==> config.mk <==
export PLATFORM = sky130hd
export DESIGN_NAME = sap1_datapath
export DESIGN_NICKNAME = d
export VERILOG_FILES = /design/src/rtl/sap1_datapath.sv
export SDC_FILE = /design/constraint.sdc
export NUM_CORES = 1
export LEC_CHECK = 0
export CAP_MARGIN = 20
export CORE_MARGIN = 2
export CORE_UTILIZATION = 30
export DETAILED_ROUTE_END_ITERATION = 8
export PLACE_DENSITY = 0.51
export SETUP_SLACK_MARGIN = 0.4
export SLEW_MARGIN = 25
export SYNTH_ARGS = -nofsm -noshare
export SYNTH_HDL_FRONTEND = slang
export SYNTH_SLANG_ARGS = --single-unit
==> constraint.sdc <==
create_clock -name clk -period 3.3 [get_ports clk]
set_clock_uncertainty 0.15 [all_clocks]
set_input_delay 0.495 -clock clk [delete_from_list [all_inputs] [get_ports clk]]
set_output_delay 0.495 -clock clk [all_outputs]
set_load 0.005 [all_outputs]
==> src/rtl/sap1_datapath.sv <==
// SAP-1 datapath: PC, MAR, IR, A, B, adder/subtractor, 16x8 RAM and a
// single 8-bit bus.  A sequencer outside this block drives the 12-bit
// control word each cycle.  Every asserted load captures the bus value
// present before the rising edge.  HLT freezes the architectural
// registers until reset.  The program port keeps writing RAM while the
// datapath is halted.
//
// Handshake: there is no valid/ready pairing here.  The control word is
// sampled on every rising edge, and its effect is visible on the outputs
// in the following cycle.  prog_we is a plain write strobe with no
// backpressure.
module sap1_datapath #(
   parameter int RAM_INIT_ZERO = 1
) (
   input  logic        clk,
   input  logic        rst_n,
   input  logic [11:0] ctrl,
   input  logic        prog_we,
   input  logic [3:0]  prog_addr,
   input  logic [7:0]  prog_data,
   output logic [3:0]  opcode,
   output logic [7:0]  bus,
   output logic [7:0]  a_out,
   output logic        carry,
   output logic        halted,
   output logic        bus_err
);

   // Control word bit positions
   localparam int C_HLT      = 11;
   localparam int C_PC_INC   = 10;
   localparam int C_PC_EN    = 9;
   localparam int C_MEM_LOAD = 8;
   localparam int C_MEM_EN   = 7;
   localparam int C_IR_LOAD  = 6;
   localparam int C_IR_EN    = 5;
   localparam int C_A_LOAD   = 4;
   localparam int C_A_EN     = 3;
   localparam int C_B_LOAD   = 2;
   localparam int C_ADD_SUB  = 1;
   localparam int C_ADD_EN   = 0;

   localparam logic [7:0] RAM_RESET_VAL = (RAM_INIT_ZERO != 0) ? 8'h00 : 8'hxx;

   logic [3:0] r_pc;
   logic [3:0] r_mar;
   logic [7:0] r_ir;
   logic [7:0] r_a;
   logic [7:0] r_b;
   logic       r_carry;
   logic       r_halted;
   logic       r_bus_err;

   // The RAM has no reset.  Its start-up contents apply only to simulation.
   logic [7:0] r_ram [0:15] = '{default: RAM_RESET_VAL};

   logic [7:0] w_b_operand;
   logic [8:0] w_sum;
   logic [7:0] w_bus;
   logic [2:0] w_en_count;
   logic       w_multi_en;

   // Adder/subtractor.  When subtracting, B is inverted and the carry-in is
   // set, so bit 8 of the sum means "no borrow".
   assign w_b_operand = ctrl[C_ADD_SUB] ? ~r_b : r_b;
   assign w_sum       = {1'b0, r_a} + {1'b0, w_b_operand} + {8'h00, ctrl[C_ADD_SUB]};

   // Count the bus drivers.  More than one driver is a sequencer bug, and it
   // is recorded in the sticky bus_err flag.
   assign w_en_count = {2'b00, ctrl[C_PC_EN]} + {2'b00, ctrl[C_MEM_EN]} +
                       {2'b00, ctrl[C_IR_EN]} + {2'b00, ctrl[C_A_EN]} +
                       {2'b00, ctrl[C_ADD_EN]};
   assign w_multi_en = (w_en_count > 3'd1);

   // Bus mux.  Contention resolves deterministically, with the adder having
   // the highest priority and the PC the lowest.
   always_comb begin
      w_bus = 8'h00;
      if (ctrl[C_ADD_EN])
         w_bus = w_sum[7:0];
      else if (ctrl[C_A_EN])
         w_bus = r_a;
      else if (ctrl[C_IR_EN])
         w_bus = {4'h0, r_ir[3:0]};
      else if (ctrl[C_MEM_EN])
         w_bus = r_ram[r_mar];
      else if (ctrl[C_PC_EN])
         w_bus = {4'h0, r_pc};
   end

   // Architectural registers.  The registers are frozen once halted.  Every
   // asserted load captures the bus value from before the edge.
   always_ff @(posedge clk or negedge rst_n) begin
      if (!rst_n) begin
         r_pc      <= 4'h0;
         r_mar     <= 4'h0;
         r_ir      <= 8'h00;
         r_a       <= 8'h00;
         r_b       <= 8'h00;
         r_carry   <= 1'b0;
         r_halted  <= 1'b0;
         r_bus_err <= 1'b0;
      end else if (!r_halted) begin
         if (ctrl[C_MEM_LOAD]) r_mar <= w_bus[3:0];
         if (ctrl[C_IR_LOAD])  r_ir  <= w_bus;
         if (ctrl[C_A_LOAD])   r_a   <= w_bus;
         if (ctrl[C_B_LOAD])   r_b   <= w_bus;
         if (ctrl[C_PC_INC])   r_pc  <= r_pc + 4'h1;
         if (ctrl[C_A_LOAD] && ctrl[C_ADD_EN])
            r_carry <= w_sum[8];
         if (ctrl[C_HLT])      r_halted  <= 1'b1;
         if (w_multi_en)       r_bus_err <= 1'b1;
      end
   end

   // Program-load port.  It is independent of halt, and it is blocked
   // while reset is held.
   always_ff @(posedge clk) begin
      if (prog_we && rst_n)
         r_ram[prog_addr] <= prog_data;
   end

   assign opcode  = r_ir[7:4];
   assign bus     = w_bus;
   assign a_out   = r_a;
   assign carry   = r_carry;
   assign halted  = r_halted;
   assign bus_err = r_bus_err;

endmodule

==> flow_metrics.env <==
export IMPL_synth_distinct_cells=61
export IMPL_p_per_area_mw_per_mm2=586
export IMPL_fin_crit_ps=3220
export IMPL_wl_um=18800
export IMPL_rsz0062_at_grt="true"
export IMPL_setup_viol=0
export IMPL_cts_hold_fix_buffers=0
export IMPL_syn_area_per_cell_um2=14.8
export IMPL_clk_insertion_delay_late_ps=430
export IMPL_yosysMostFrequentCell="edfxtp_1"
export IMPL_first_pass_iters=4
export IMPL_power_total_w=0.00567
export IMPL_grt_pass1_wl_um=28700
export IMPL_cpMostUsedCell="mux4_2"
export IMPL_ant_nets=0
export IMPL_netlist_area_mm2=0.00728
export IMPL_min_path_type="in -> async"
export IMPL_grt_pass1_vias=4911
export IMPL_gp_congestion=0.832
export IMPL_ys_top_cells_by_count="128 x edfxtp_1, 40 x nand2_1, 39 x nor2_1"
export IMPL_tightest_slew_ps=629
export IMPL_htree_levels=4
export IMPL_status="completed"
export IMPL_dp_slack_ps=-434
export IMPL_dieHeight_um=160
export IMPL_ys_seq_elements=163
export IMPL_grt_usage_pct=15.0
export IMPL_cp_max_fo=5
export IMPL_synth_top_area_share_pct=52.8
export IMPL_report_final_slew_viol_count=0
export IMPL_core_mm2=0.0240
export IMPL_critPathLaunchType="flop"
export IMPL_path_cells="mux4_2 > mux4_2 > a32o_2 > nand2_1 > o21ai_1 > buf_2"
export IMPL_worstPathArrival_ps=2570
export IMPL_ys_warn_count=0
export IMPL_max_clock_freq_mhz=311
export IMPL_cp_required_ps=2650
export IMPL_cts_tree="yes"
export IMPL_async_flop_share_pct=21.5
export IMPL_synthTopCellsByArea="edfxtp_1 53%, dfrtp_1 12%, mux4_2 6.8%, nand2_1 2.1%, nor2_1 2.0%"
export IMPL_met1_usage_pct=20.0
export IMPL_wl_per_cell_um=19.3
export IMPL_final_area_mm2=0.00969
export IMPL_yosysTopAreaCell="edfxtp_1"
export IMPL_grt_max_degree=38
export IMPL_hpwl_um=13000
export IMPL_root_buffer="clkbuf_16"
export IMPL_period_share_pct=97.5
export IMPL_first_iter_violations=348
export IMPL_critPathCaptureType="output port"
export IMPL_relSlewSlack_pct=58.0
export IMPL_viasPerCell=4.88
export IMPL_antenna_cells=0
export IMPL_worst_path_max_delay_cell="mux4_2"
export IMPL_die_width_um=160
export IMPL_vias=4767
export IMPL_initial_utilization_pct=30.3
export IMPL_final_layout_size_suffix_gt1_share_pct=33.9
export IMPL_report_final_hold_viol_count=0
export IMPL_maxCapViolCount=0
export IMPL_synth_edf_count=128
export IMPL_grt_use_met3_pct=3.71
export IMPL_io_pins=50
export IMPL_layout_nets=678
export IMPL_clock_path_buffers=2
export IMPL_numCtsBuffers=17
export IMPL_synth_flop_cell="edfxtp_1"
export IMPL_dp_cells=915
export IMPL_placed_cell_area_mm2=0.00859
export IMPL_syn2layout_area_growth_pct=33.1
export IMPL_final_cells=976
export IMPL_path_clk_slew_ps=70
export IMPL_num_rows=57
export IMPL_seq_area_frac_synth_pct=64.8
export IMPL_nFillCells=2237
export IMPL_synthCells=492
export IMPL_busiest_layer="met2"
export IMPL_max_stage_delay_ps=540
export IMPL_use_met2_pct=24.8
export IMPL_grt_overflow=0
export IMPL_dieArea_mm2=0.0255
export IMPL_p_leak_nw=3.50
export IMPL_drc=0
export IMPL_fin_ws_ps=83.1
export IMPL_cts_sinks=163
export IMPL_syn_nets=531
export IMPL_irDropWorstVdd_mv=0.308
export IMPL_io_buffers=49
export IMPL_antenna_found_initial=0
export IMPL_critical_path_class="reg -> out"
==> worst paths after layout <==
check	start	endpoint	slack, ps	cells after the start
worst max-delay path	r_mar[2]	bus[5]	80	6
worst min-delay path	rst_n	r_ir[5]	110	2
worst max register to register	r_b[6]	a_out[7]	610	12
worst min register to register	r_ir[6]	r_ir[6]	340	2
max in group asynchronous	rst_n	r_mar[0]	2500	2
min in group clk	r_ir[6]	r_ir[6]	340	2
==> routing by layer <==
layer  part of all wire, %  wire [um]
met1                    45       8440
met2                    49       9260
met3                   4.6        863
met4                   1.5        283
met5                     0          0
==> registers in the layout, indices dropped and copies added (netlist names) <==
name / count
halted: 1
r_mar: 4
r_b: 8
bus_err: 1
r_ir: 8
a_out: 8
r_pc: 4
r_ram: 128
carry: 1
==> worst max-delay path, delay by kind of cell (launching register included) <==
family,cells,cell delay [ps]
AND/OR/NAND/NOR,1,80
buffers and inverters,1,130
flip-flops,1,500
multiplexers,2,1070
AO/OA/AOI/OAI,2,370
==> repair_timing <==
action	4_1_cts	5_1_grt
endpoints found under the setup margin	8	8
resized for setup	81	31
pin swaps	29	18
cloned	1	0
buffers inserted	19	9
==> final cells by class <==
| class | count | area, um^2 | share of cell area (%) |
|---|---|---|---|
| repair buffers | 155 | 1370 | 14.2 |
| clock buffers | 18 | 429 | 4.43 |
| multi-input cells | 293 | 2600 | 26.9 |
| well taps | 324 | 405 | 4.19 |
| clock inverters | 14 | 119 | 1.23 |
| inverters | 9 | 36.3 | 0.375 |
| flip-flops and latches | 163 | 4720 | 48.8 |
==> power by group <==
group,internal (W),switching [W],leakage [nW]
Sequential,0.00230,0.0000922,1.58
Clock,0.000985,0.000846,0.267
Combinational,0.000773,0.000672,1.65
==> cell families (layout without fill, tap and decap cells) <==
| kind of cell | after synthesis | count (layout) | share of synthesized area, % |
|---|---|---|---|
| xor+xnor | 14 | 14 | 1.68 |
| simple gates | 133 | 133 | 8.63 |
| compound gates | 87 | 87 | 8.51 |
| buf+inv | 36 | 196 | 3.03 |
| fa+ha+maj | 12 | 12 | 2.27 |
| flops | 163 | 163 | 64.8 |
| mux | 47 | 47 | 11.1 |
==> cell usage in the layout, fill, tap and decap left out, types with 8 or more instances in the layout <==
cell type,instances
edfxtp_1,128
dfrtp_1,32
nor3_1,10
mux4_2,25
clkbuf_16,17
ha_1,9
clkdlybuf4s50_1,39
nand2b_1,11
nor2b_1,10
mux2i_1,8
buf_4,88
nor2_1,36
a21oi_1,8
buf_6,10
o21ai_1,13
nand2_1,39
buf_2,10
==> stage by stage <==
| step | util, % | TNS, ps | hold slack (ps) |
|---|---|---|---|
| global route | 40.3 | -15.6 | 141 |
| floorplan | - | 0 | 49.4 |
| detailed placement | 35.8 | -2470 | 337 |
| global placement | 35.8 | -2200 | 315 |
| finish | 40.3 | 0 | 110 |
| CTS | 39.5 | 0 | 119 |
Power figures use the tool's default switching activity.
